==> config.mk <==
export PLATFORM = sky130hd
export DESIGN_NAME = calc_port_arbiter
export DESIGN_NICKNAME = d
export VERILOG_FILES = /design/src/rtl/calc_port_arbiter.sv
export SDC_FILE = /design/constraint.sdc
export NUM_CORES = 1
export LEC_CHECK = 0
export CAP_MARGIN = 40
export CORE_UTILIZATION = 52
export CTS_CLUSTER_DIAMETER = 100
export DETAILED_ROUTE_END_ITERATION = 16
export PLACE_DENSITY = 0.88
export SYNTH_ARGS = -nofsm -noshare
export SYNTH_HDL_FRONTEND = slang
export SYNTH_SLANG_ARGS = --single-unit
export TNS_END_PERCENT = 50
==> constraint.sdc <==
create_clock -name c_clk -period 3.03 [get_ports c_clk]
set_input_delay 0.4545 -clock c_clk [delete_from_list [all_inputs] [get_ports c_clk]]
set_output_delay 0.4545 -clock c_clk [all_outputs]
set_load 0.05 [all_outputs]
==> src/rtl/calc_port_arbiter.sv <==
// rtl/calc_port_arbiter.sv - four-port front end sharing one calc ALU.
// Each port runs a two-cycle capture FSM; PEND ports are round-robin issued and responses routed by tag.
module calc_port_arbiter #(
  parameter int TIMEOUT = 16,
  parameter int DW      = 32
) (
  input  logic          c_clk,
  input  logic          reset,
  input  logic [3:0]    req1_cmd_in,
  input  logic [3:0]    req2_cmd_in,
  input  logic [3:0]    req3_cmd_in,
  input  logic [3:0]    req4_cmd_in,
  input  logic [DW-1:0] req1_data_in,
  input  logic [DW-1:0] req2_data_in,
  input  logic [DW-1:0] req3_data_in,
  input  logic [DW-1:0] req4_data_in,
  output logic [1:0]    out_resp1,
  output logic [1:0]    out_resp2,
  output logic [1:0]    out_resp3,
  output logic [1:0]    out_resp4,
  output logic [DW-1:0] out_data1,
  output logic [DW-1:0] out_data2,
  output logic [DW-1:0] out_data3,
  output logic [DW-1:0] out_data4,
  output logic          alu_valid,
  input  logic          alu_ready,
  output logic [3:0]    alu_cmd,
  output logic [DW-1:0] alu_op1,
  output logic [DW-1:0] alu_op2,
  output logic [1:0]    alu_tag,
  input  logic          alu_rsp_valid,
  input  logic [1:0]    alu_rsp,
  input  logic [DW-1:0] alu_rsp_data,
  input  logic [1:0]    alu_rsp_tag
);

  typedef enum logic [2:0] {IDLE, OP2, PEND, WAIT, RESP} state_t;
  localparam int TW = $clog2(TIMEOUT + 1);

  logic [3:0][3:0]    cmd_in;
  logic [3:0][DW-1:0] data_in;
  assign cmd_in  = {req4_cmd_in, req3_cmd_in, req2_cmd_in, req1_cmd_in};
  assign data_in = {req4_data_in, req3_data_in, req2_data_in, req1_data_in};

  state_t [3:0]       state_q;
  logic [3:0][3:0]    cmd_q;
  logic [3:0][DW-1:0] op1_q;
  logic [3:0][DW-1:0] op2_q;
  logic [3:0][1:0]    resp_q;
  logic [3:0][DW-1:0] rdata_q;
  logic [3:0][TW-1:0] timer_q;
  logic [1:0]         rr_q;
  logic               lock_q;
  logic [1:0]         lock_idx_q;

  logic       gnt_valid;
  logic [1:0] gnt_idx;
  logic [1:0] scan_idx;
  logic       handshake;

  function automatic logic cmd_ok(input logic [3:0] c);
    return (c == 4'd1) || (c == 4'd2) || (c == 4'd5) || (c == 4'd6);
  endfunction

  // A stalled grant is locked so a port entering PEND ahead of it cannot steal the bus.
  always_comb begin
    gnt_valid = 1'b0;
    gnt_idx   = 2'd0;
    scan_idx  = 2'd0;
    if (lock_q) begin
      gnt_valid = 1'b1;
      gnt_idx   = lock_idx_q;
    end else begin
      for (int k = 3; k >= 0; k--) begin
        scan_idx = rr_q + 2'(k);
        if (state_q[scan_idx] == PEND) begin
          gnt_valid = 1'b1;
          gnt_idx   = scan_idx;
        end
      end
    end
  end

  assign handshake = gnt_valid && alu_ready;
  assign alu_valid = gnt_valid;
  assign alu_cmd   = gnt_valid ? cmd_q[gnt_idx] : 4'd0;
  assign alu_op1   = gnt_valid ? op1_q[gnt_idx] : '0;
  assign alu_op2   = gnt_valid ? op2_q[gnt_idx] : '0;
  assign alu_tag   = gnt_valid ? gnt_idx : 2'd0;

  assign out_resp1 = resp_q[0];
  assign out_resp2 = resp_q[1];
  assign out_resp3 = resp_q[2];
  assign out_resp4 = resp_q[3];
  assign out_data1 = rdata_q[0];
  assign out_data2 = rdata_q[1];
  assign out_data3 = rdata_q[2];
  assign out_data4 = rdata_q[3];

  always_ff @(posedge c_clk or negedge reset) begin
    if (!reset) begin
      for (int i = 0; i < 4; i++) state_q[i] <= IDLE;
      cmd_q      <= '0;
      op1_q      <= '0;
      op2_q      <= '0;
      resp_q     <= '0;
      rdata_q    <= '0;
      timer_q    <= '0;
      rr_q       <= 2'd0;
      lock_q     <= 1'b0;
      lock_idx_q <= 2'd0;
    end else begin
      if (handshake) begin
        rr_q   <= gnt_idx + 2'd1;
        lock_q <= 1'b0;
      end else if (gnt_valid) begin
        lock_q     <= 1'b1;
        lock_idx_q <= gnt_idx;
      end
      for (int i = 0; i < 4; i++) begin
        resp_q[i]  <= 2'd0;
        rdata_q[i] <= '0;
        case (state_q[i])
          IDLE: if (cmd_in[i] != 4'd0) begin
            cmd_q[i]   <= cmd_in[i];
            op1_q[i]   <= data_in[i];
            state_q[i] <= OP2;
          end
          OP2: begin
            op2_q[i] <= data_in[i];
            if (cmd_ok(cmd_q[i])) begin
              state_q[i] <= PEND;
            end else begin
              state_q[i] <= RESP;
              resp_q[i]  <= 2'd2;
            end
          end
          PEND: if (handshake && gnt_idx == 2'(i)) begin
            state_q[i] <= WAIT;
            timer_q[i] <= '0;
          end
          WAIT: begin
            // A response landing in the timeout cycle takes priority over the error.
            if (alu_rsp_valid && alu_rsp_tag == 2'(i)) begin
              state_q[i] <= RESP;
              resp_q[i]  <= alu_rsp;
              rdata_q[i] <= alu_rsp_data;
            end else begin
              if (timer_q[i] != TW'(TIMEOUT)) timer_q[i] <= timer_q[i] + 1'b1;
              if (timer_q[i] >= TW'(TIMEOUT - 1)) begin
                state_q[i] <= RESP;
                resp_q[i]  <= 2'd3;
              end
            end
          end
          RESP:    state_q[i] <= IDLE;
          default: state_q[i] <= IDLE;
        endcase
      end
    end
  end

endmodule

# Word-level counts from Yosys, hierarchy flattened
# Cells that the tools add are included.
[word_totals] ff_bits=445 out_inout_bits=207 inputBits=184 wordCells=254
[op_classes] reduce_logical=49 bitwise=1 n_lt_le_gt_ge=9 n_eq_ne=62 muxes=94 n_addsub=8
[ops] cell="$mux 32" n=12
[ops] cell="$bmux 32 s2" n=2
[ops] cell="$mux 3" n=24
[ops] cell="$mux 5" n=12
[ops] cell="$pmux 3 s4" n=4
[ops] cell="$pmux 5 s2" n=4
[ops] cell="$eq 3x2->1 const B" n=12
[ops] cell="$mux 2" n=18
[ops] cell="$eq 4x3->1 const B" n=8
[ops] cell="$ne 2x2->1 const B" n=16
[ops] cell="$bmux 3 s2" n=4
[ops] cell="$add 5x1->5 const B" n=4
[ops] cell="$ge 5x4->1 const B" n=4
[ops] cell="$ne 5x5->1 const B" n=4
[ops] cell="$eq 4x1->1 const B" n=4
[ops] cell="$eq 4x2->1 const B" n=4
[ops] cell="$pmux 2 s2" n=4
[ops] cell="$reduce_and 4->1" n=4
[ops] cell="$reduce_bool 4->1" n=4
[ops] cell="$lt 2x3->1 const B" n=5
[ops] cell="$eq 3x1->1 const B" n=4
[ops] cell="$logic_not 3->1" n=4
[ops] cell="$logic_or 1x1->1" n=12
[ops] cell="$ne 3x3->1 const B" n=4
[ops] cell="13 further kinds" n=46

# Longest topological paths before layout
# Gate-level depths: netlist of run 1.
[logic_depth] depth_word=13 ltp_mapped=12 depth_no_buf=9

# Least setup slack after synthesis of run 1
# OpenSTA, ideal clock, no wires.
[synth_path] path_kind="register -> output" from="register rr_q[1]" to="output port alu_op2[22]" t_required_ps=2575 path_stages_with_launch=9 arrival_ps=2734 n_path_buf=3 setup_slack_ps=-159 path_cell_list="dfrtp_1 -> buf_6 -> or4b_4 -> a21bo_2 -> a21o_1 -> a211o_1 -> buf_2 -> clkbuf_1 -> and3_1"
[synth_between] word_cells_on_any_way=28 cone_classes="add/sub: 3; eq/ne: 4; mux: 21"
[synth_lines] element="start, declared" line="52" rtl="logic [1:0] rr_q;"
[synth_lines] element="start signal, assigned" line="114" rtl="rr_q <= gnt_idx + 2'd1;"
[synth_lines] element="$add 2x2->2" line="75" rtl="scan_idx = rr_q + 2'(k);"
[synth_lines] element="$bmux 3 s2" line="76" rtl="if (state_q[scan_idx] == PEND) begin"
[synth_lines] element="$mux 3 (implied by the code)" line="76"
[synth_lines] element="$eq 3x2->1" line="76"
[synth_lines] element="$mux 1 (3 in a row)" line="76"
[synth_lines] element="$mux 1 *" line="76"
[synth_lines] element="$mux 1 *" line="70" rtl="if (lock_q) begin"
[synth_lines] element="net alu_valid" line="25" rtl="output logic alu_valid,"
[synth_lines] element="$mux 32 *" line="88" rtl="assign alu_op2 = gnt_valid ? op2_q[gnt_idx] : '0;"
[synth_lines] element="end, declared" line="29" rtl="output logic [DW-1:0] alu_op2,"
# The timed path passes the listed nets; every way through them passes the cells marked *. The select of a mux whose other input is x is not followed.

# Worst setup path after layout of run 1
[layout_path] from="register state_q[5] in the netlist's numbering" to="output port alu_op2[20]"
[layout_between] elab_chain_len=11 word_cells_on_any_way=25 cone_classes="eq/ne: 4; mux: 21"
[layout_rtl] element="start, declared" line="45" rtl="state_t [3:0] state_q;"
[layout_rtl] element="start signal, assigned by index" line="127" rtl="state_q[i] <= OP2;"
[layout_rtl] element="start signal, assigned by index" line="132" rtl="state_q[i] <= PEND;"
[layout_rtl] element="start signal, assigned by index" line="134" rtl="state_q[i] <= RESP;"
[layout_rtl] element="$bmux 3 s2" line="76"
[layout_rtl] element="$mux 3 (implied by the code)" line="76"
[layout_rtl] element="$eq 3x2->1" line="76"
[layout_rtl] element="$mux 2 (4 in a row)" line="76"
[layout_rtl] element="$mux 2" line="70"
[layout_rtl] element="$bmux 32 s2" line="88"
[layout_rtl] element="$mux 32 (implied by the code)" line="88"
[layout_rtl] element="$mux 32 *" line="88"
# Every way passes the cells marked *; elsewhere a longest branch is shown, timed or not. The select of a mux whose other input is x is not followed.

==> results of run 1 <==
-- cell type report --
type	count	share of cell area, %
inverter	31	0.4844
antenna	7	0.06458
tap	468	2.159
multi-input combinational	988	30.36
sequential	445	41.06
clock buffer	68	4.968
timing repair inverter	2	0.09226
clock inverter	14	0.3967
timing repair buffer	492	20.42
-- flip-flops by register name, indices dropped and copies added, names as in the netlist --
signal      flops
state_q        12
rr_q            2
out_resp1       2
out_resp4       2
timer_q        20
op2_q         128
out_data2      32
out_data4      32
out_data1      32
out_data3      32
out_resp2       2
out_resp3       2
op1_q         128
lock_q          1
cmd_q          16
lock_idx_q      2
-- metal layers --
| layer | part of all wire, % | up-vias |
|---|---|---|
| met3 | 7.8 | 202 |
| met1 | 37 | 7470 |
| met5 | 0.019 | - |
| met2 | 51 | 723 |
| li1 | - | 6330 |
| met4 | 4.7 | 2 |
-- per-stage QoR --
| step | instance area, um2 | hold slack (ns) |
|---|---|---|
| after floorplan | 19440 | 0.1589 |
| after global placement | 24270 | 0.4622 |
| after detailed placement | 24270 | 0.4811 |
| after CTS | 26670 | 0.4159 |
| after global routing | 27120 | 0.4491 |
| final | 27120 | 0.4497 |
-- kinds of logic after synthesis --
logic type	share of synthesized area, %
muxes	22.38
DFF	57.30
and+or+nand+nor	13.12
adders and majority gates	0.7725
buffers and inverters	3.103
xor gates and xnor gates	0.2253
AOI/OAI and AO/OA	3.097
-- worst paths after layout --
path | startpoint | to | slack (ns) | cells after the start
min reg2reg | op2_q[63] | op2_q[63] | 0.51 | 1
min in group asynchronous | reset | op2_q[18] | 0.50 | 2
max reg2reg | state_q[5] | timer_q[17] | 0.05 | 8
min | req2_cmd_in[2] | cmd_q[6] | 0.45 | 3
max in group asynchronous | reset | op1_q[54] | 1.58 | 3
max | state_q[5] | alu_op2[20] | -0.62 | 10
-- worst reg2reg max path: cells and delay by family, from the launching register on --
family                 cells  cell delay (ns)
AND/OR/NAND/NOR            3             1.27
flip-flops                 1             0.40
buffers and inverters      1             0.15
AO/OA/AOI/OAI              4             1.12
-- timing repair --
action | 4_1_cts | 5_1_grt
pin swaps | 16 | 26
hold endpoints to repair | 18 | 0
cloned | 9 | 6
buffers inserted | 15 | 3
resized for setup | 129 | 66
hold buffers | 1 | 0
setup endpoints to repair | 71 | 71
-- cell usage in the layout (no fill, tap or decap), types with 5 or more instances in the layout --
| cell | n |
|---|---|
| o21ai_0 | 17 |
| nand2_1 | 165 |
| clkbuf_1 | 14 |
| buf_12 | 37 |
| xnor2_1 | 5 |
| and2_1 | 66 |
| mux2i_4 | 6 |
| mux2_2 | 269 |
| nor2_2 | 6 |
| and3_1 | 86 |
| or2_2 | 6 |
| inv_1 | 29 |
| buf_6 | 52 |
| nand3_1 | 13 |
| dfrtp_1 | 445 |
| buf_8 | 10 |
| ha_1 | 12 |
| diode_2 | 7 |
| clkbuf_8 | 5 |
| clkdlybuf4s50_1 | 318 |
| buf_16 | 10 |
| clkbuf_16 | 54 |
| nor3_1 | 18 |
| and3_4 | 56 |
| o21bai_1 | 5 |
| nor2_1 | 20 |
| o2bb2ai_1 | 7 |
| mux2i_1 | 116 |
| a21oi_1 | 18 |
| buf_4 | 58 |
| mux2i_2 | 10 |
| clkinv_2 | 9 |
| nand2_2 | 5 |
==> summary.md, run 1 <==
The flow ran to the end, but the final reports show violations. The checks that failed: setup timing. Routability-driven placement finished with a final weighted congestion of 0.8922. The detailed-route DRC error count came out at 0. The overall die width is 195.3 um. Leading cell type by number of instances after synthesis: dfrtp_1. The I/O pin total is 391, and the number of global-route vias before repair is 15509. The initial antenna violation count came out at 8. In this run, synthesis produced a sequential element count of 445.

The starting density of the core is 52.96%, and the count of clock tree sinks is 445. The number of standard cells in the layout, taps in and fillers out came out at 2515. TritonCTS built the clock tree. The final setup violation count was 71; the area of the die was 38150 um2.

The signal on the critical path passes through or4b_4 > a21oi_4 > a2111oi_4 > or2_4 > inv_12 > clkbuf_16 > mux2i_1 > nand2_1 > and3_4 > buf_8. For the post-synthesis sequential area ratio, the log shows 57.30%. After routing, the total negative slack on setup checks comes to -34.86 ns. The critical path's slowest cell was or4b_4.

The buffers plus inverters on the worst setup path is 3. In the synthesized netlist, the cells that appear most often are 445 x dfrtp_1, 269 x mux2_2, 170 x nand2_1. Among cell families on the critical path, the largest total delay comes from simple AND/OR/NAND/NOR gates. Before CTS, the worst setup slack after placement is -0.03256 ns. Setup repair after global routing could not meet its margin everywhere.

For the met1 layer usage reported by global route, the log shows 36.27%. Register area: 11140 um2. The top cell type by area accounts for 57.30% of the synthesized area. The count of final hold-check violations is 0, and the post-detailed-route via-to-cell ratio is 5.856. Data arrives at the worst endpoint at 3.20 ns. On the worst path, the slowest cell contributes a delay of 0.56 ns. The clock arrives with 0.01638 ns of skew. After clock tree synthesis, the clock-pin slew on the worst setup and hold paths is 0.06 ns. In the synthesized netlist the dominant register cell turns out to be dfrtp_1. The highest achievable clock rate is 273.6 MHz, and the global routing met3 resource utilization is 8.221%.

The tools report the insertion delay of the later-clocked pin in the worst-skew pair as 0.57 ns. In this run, CTS created clock tree buffers numbering 46. The share of the cycle needed by the critical path after routing is 120.6%. The synthesized area per cell was 12.49 um2. Max-cap violations in this run came to 0. Summing all multi-input logic gate instances after layout gives 8235 um2. The gate count after technology mapping was 1556; the core region area was 36700 um2.

The number of buffers added on ports works out to 390. The run gives 3 as the worst-case clock buffer depth. Once detail routing completed, the nets flagged for antenna violations numbered 0.

By startpoint and endpoint, the worst setup path is classified as reg2out. Headroom to the max-slew limit came out at 36.91%. In this run, placement finished with an instance count of 2393. The run gives 5 as the first-pass detailed-route iteration total. The tools report the count of pins over their slew limit as 0. By area the synthesized netlist is led by dfrtp_1 57%, mux2_2 16%, mux2i_1 6.8%. Kind of start point of the critical path: a flop.

The netlist uses 63 different library cells. The data required time at the worst endpoint is 2.58 ns, and the die boundary height is 195.3 um. The first global-routing pass estimated 90.53 mm of wire. The Yosys step of the flow raised 0 warnings. Detailed placement finished with a half-perimeter wire length of 37.56 mm. The cell sitting at the root of the clock tree is a clkbuf_16. For the total overflow reported by the global router, the log shows 0. After detailed routing, the average wire length per cell comes to 24.54 um. STA classifies the critical path endpoint as a primary output. Across all layers, the routed design uses 14727 vias. The final design utilization was 73.91%; the number of inserted filler cells in the final layout was 2114. The most congested layer reported by global routing is met2. Counting every net in the synthesized netlist gives 1752. The total wire length was 61.72 mm. Entering global routing, the biggest net connects 104 pins. In the final layout, the share of cells above drive strength 1 is 30.93%. The logs give 70 for the placement row count and -0.6248 ns for the minimum setup slack in the final design. The H-tree was split into 2 levels. The synthesized design contains 0 enable-type register cells.

The net count of the finished layout is 2202. The area added between synthesis and finish works out to 39.56%. Highest net fanout along the worst path: 9.

For this run, the total global-route usage over all layers was measured as 31.08%. The final period demand of the worst path was 3.655 ns. The share of flip-flops with an asynchronous set or reset is 100.0%, and the initial DRC count is 880. The largest total area in the synthesized netlist belongs to dfrtp_1. For the global-route met2 utilization, the log shows 54.39%. The combined area of all synthesized cells is 19430 um2.

In this run the worst hold path is classified as in2reg. The slew at the pin closest to its max-slew limit was 0.9332 ns.
Power of run 1 is not shown: default switching activity piles up to over one toggle a cycle in this logic, so the estimate is an artifact.
==> run 2, diff against run 1 <==
--- a/config.mk
+++ b/config.mk
@@ -9,6 +9,7 @@
 export CORE_UTILIZATION = 52
 export CTS_CLUSTER_DIAMETER = 100
 export DETAILED_ROUTE_END_ITERATION = 16
+export GPL_TIMING_DRIVEN = 0
 export PLACE_DENSITY = 0.88
 export SYNTH_ARGS = -nofsm -noshare
 export SYNTH_HDL_FRONTEND = slang
==> run 2 against run 1 <==
Net effect:
- cell count is 1.2% higher
- worst hold slack got worse by 0.082 ns
- clock skew grew 0.015 ns
- cell area shrank 1.1%
- die area unchanged
- the run still ends with setup timing left
- via count down 0.18%
- non-clock buffer count up 30
- critical path depth grew 3
- sequential share of layout area rose by 0.49 points
==> summary.md, run 2 (synthesized netlist as in run 1, its figures left out) <==
The core region is 36700 um2. The detailed-routing wirelength on met1 is 22.66 mm. In the final layout, the registers with the most flip-flops are op1_q (128), op2_q (128). The run gives 262.7 MHz as the highest achievable clock rate.

The critical path data arrival time is 3.35 ns. The count of final hold-check violations is 0, and the I/O pin total is 391. Setup violations remaining at the end of the flow were counted as 71. The detailed router finished its first iteration with 1023 violations. The number of inserted filler cells in the final layout is 2185, and the number of buffers added on ports is 390. The most frequent standard cell in the layout excluding fill and tap cells was dfrtp_1. TritonCTS built the clock tree. The run gives 445 as the count of clock tree sinks.

The die is 195.3 um tall. The floorplan step defined a die boundary enclosing 38150 um2. In the global route stage, overall resource usage came out at 30.95%.

The number of global-route vias before repair is 15202. The run gives -0.7759 ns as the minimum setup slack in the final design. Entering global routing, the biggest net connects 129 pins. The first-pass GRT wire length was 89.18 mm; the post-detailed-route via-to-cell ratio was 5.776.

The buffers plus inverters on the worst setup path works out to 6. The path class of the tightest hold or removal check is in2async. The clock root buffer is clkbuf_16. The checks that failed: setup timing. Dividing the detail-routed wire length by the instance count gives 23.68 um.

The first detailed-routing pass took 8 iterations. The clock slew seen by the registers of the worst setup and hold paths was 0.06 ns; the peak per-stage delay on the critical path was 0.53 ns. In this run the number of H-tree levels came out at 2.

The kind of start point of the critical path is a flop. Grouping stages by cell kind, the critical path spends the most delay in simple AND/OR/NAND/NOR gates. In this run the top signal layer used is met5.

Summed over all nets, the half-perimeter wirelength after detailed placement is 40.81 mm. Clock tree synthesis inserted a total of 45 buffers. The data required time at the worst endpoint is 2.58 ns. Count of pins over their slew limit: 0.

The initialized floorplan defines 70 standard-cell rows. The highest net fanout along the worst path is 8. The routed length on met3 is 4.426 mm, and the total wire length is 60.26 mm. The final period demand of the worst path was 3.806 ns. STA classifies the critical path endpoint as a primary output.

The initial utilization of the core area, before any placement, comes to 52.96%. The critical path's slowest cell was or4b_4. Measured against its own limit, the worst slew margin works out to 29.32%.

The detailed router placed 14700 vias in this run. Setup repair after global routing could not meet its margin everywhere. The area added between synthesis and finish works out to 37.98%.

Max-cap violations in this run came to 0. The detailed-route DRC error count was 0; the insertion delay of the later-clocked pin in the worst-skew pair was 0.58 ns. At the placement stage, the worst setup path has a slack of -1.053 ns. The setup path with the least slack is of type reg2out.

The run gives 2229 as the net count of the finished layout. The share of final-layout standard cells stronger than drive strength 1 was 29.40%; the final RePlAce weighted congestion was 0.8779. The library cells used most frequently in the layout, excluding fill and tap cells, are 441 x dfrtp_1, 318 x clkdlybuf4s50_1, 269 x mux2_2, 170 x nand2_1, 108 x mux2i_1. The total overflow left after global routing is 0.

The worst path uses 125.6% of the clock period. Summed over all nets, wire length on met2 after detailed routing comes to 31.04 mm. The initial antenna violation count is 11.

The tightest hold path in the finished design has a slack of 0.3677 ns. The flow ran to the end, but the final reports show violations. The slew at the pin closest to its max-slew limit was 1.052 ns. Setup clock skew after layout: 0.03089 ns. The worst-case clock buffer depth is 3.

The critical path goes through or4b_4 > a21oi_4 > a2111oi_4 > or2_1 > buf_6 > inv_12 > buf_12 > buf_12 > buf_16 > mux2i_2 > nand2_1 > and3_4 > buf_6. From left edge to right edge, the die measures 195.3 um. In this run the remaining antenna-violating nets after routing total 0.
run 2: cell types whose count changed in the layout (fill, tap and decap cells not counted), moves of 6 or more:
| cell | change |
|---|---|
| mux2i_1 | -8 |
| clkbuf_2 | +9 |
| buf_6 | +7 |
| buf_8 | +6 |
| buf_4 | -29 |
| buf_12 | -22 |
| mux2i_2 | +10 |
| nor2_1 | +7 |
| buf_2 | +7 |
| clkbuf_1 | +39 |
run 2: layout make-up:
class,instances,area (um2),share of cell area (%)
Tap cell,468,585.6,2.184
Timing Repair Buffer,433,4616,17.21
Sequential cell,445,11140,41.55
Clock buffer,59,1280,4.773
Multi-Input combinational cell,988,8170,30.47
Inverter,31,128.9,0.4806
Buffer,89,604.3,2.254
Clock inverter,23,267.8,0.9985
Antenna cell,9,22.52,0.08399
run 2: what timing repair did:
action,4_1_cts,5_1_grt
gates resized for setup,520,180
pin swaps,8,20
endpoints found under the hold margin,43,0
setup endpoints to repair,71,83
hold buffers,1,0
gates cloned,6,3
buffers inserted,14,14
run 2: stage by stage:
| step | instances | setup TNS [ns] | instance area [um2] | util [%] |
|---|---|---|---|---|
| after floorplan | 1556 | -0.3621 | 19440 | - |
| after global placement | 2414 | -7638.63 | 23930 | 65.21 |
| after detailed placement | 2421 | -68.08 | 24060 | 65.56 |
| after CTS | 2523 | -54.14 | 26160 | 71.30 |
| after global routing | 2541 | -52.62 | 26810 | 73.04 |
| final | 2545 | -46.77 | 26820 | 73.07 |
run 2: final timing paths:
check                                 to      startpoint  depth (start not counted)  slack (ns)
setup reg to reg               op1_q[81]      state_q[7]                          6        0.07
hold / removal                 op2_q[49]           reset                          2        0.37
min in group c_clk              cmd_q[6]  req2_cmd_in[2]                          3        0.46
max in group asynchronous  out_data2[13]           reset                          4        1.33
hold reg to reg               state_q[1]      state_q[2]                          1        0.50
setup / recovery              alu_op1[7]      state_q[5]                         13       -0.78
run 2: layer usage:
| layer | vias to the layer above | global-route usage, % |
|---|---|---|
| met4 | 6 | 12.42 |
| met5 | - | 0 |
| met1 | 7493 | 36.08 |
| met2 | 668 | 54.38 |
| li1 | 6391 | - |
| met3 | 142 | 7.927 |
Power of run 2 is left out for the same reason.
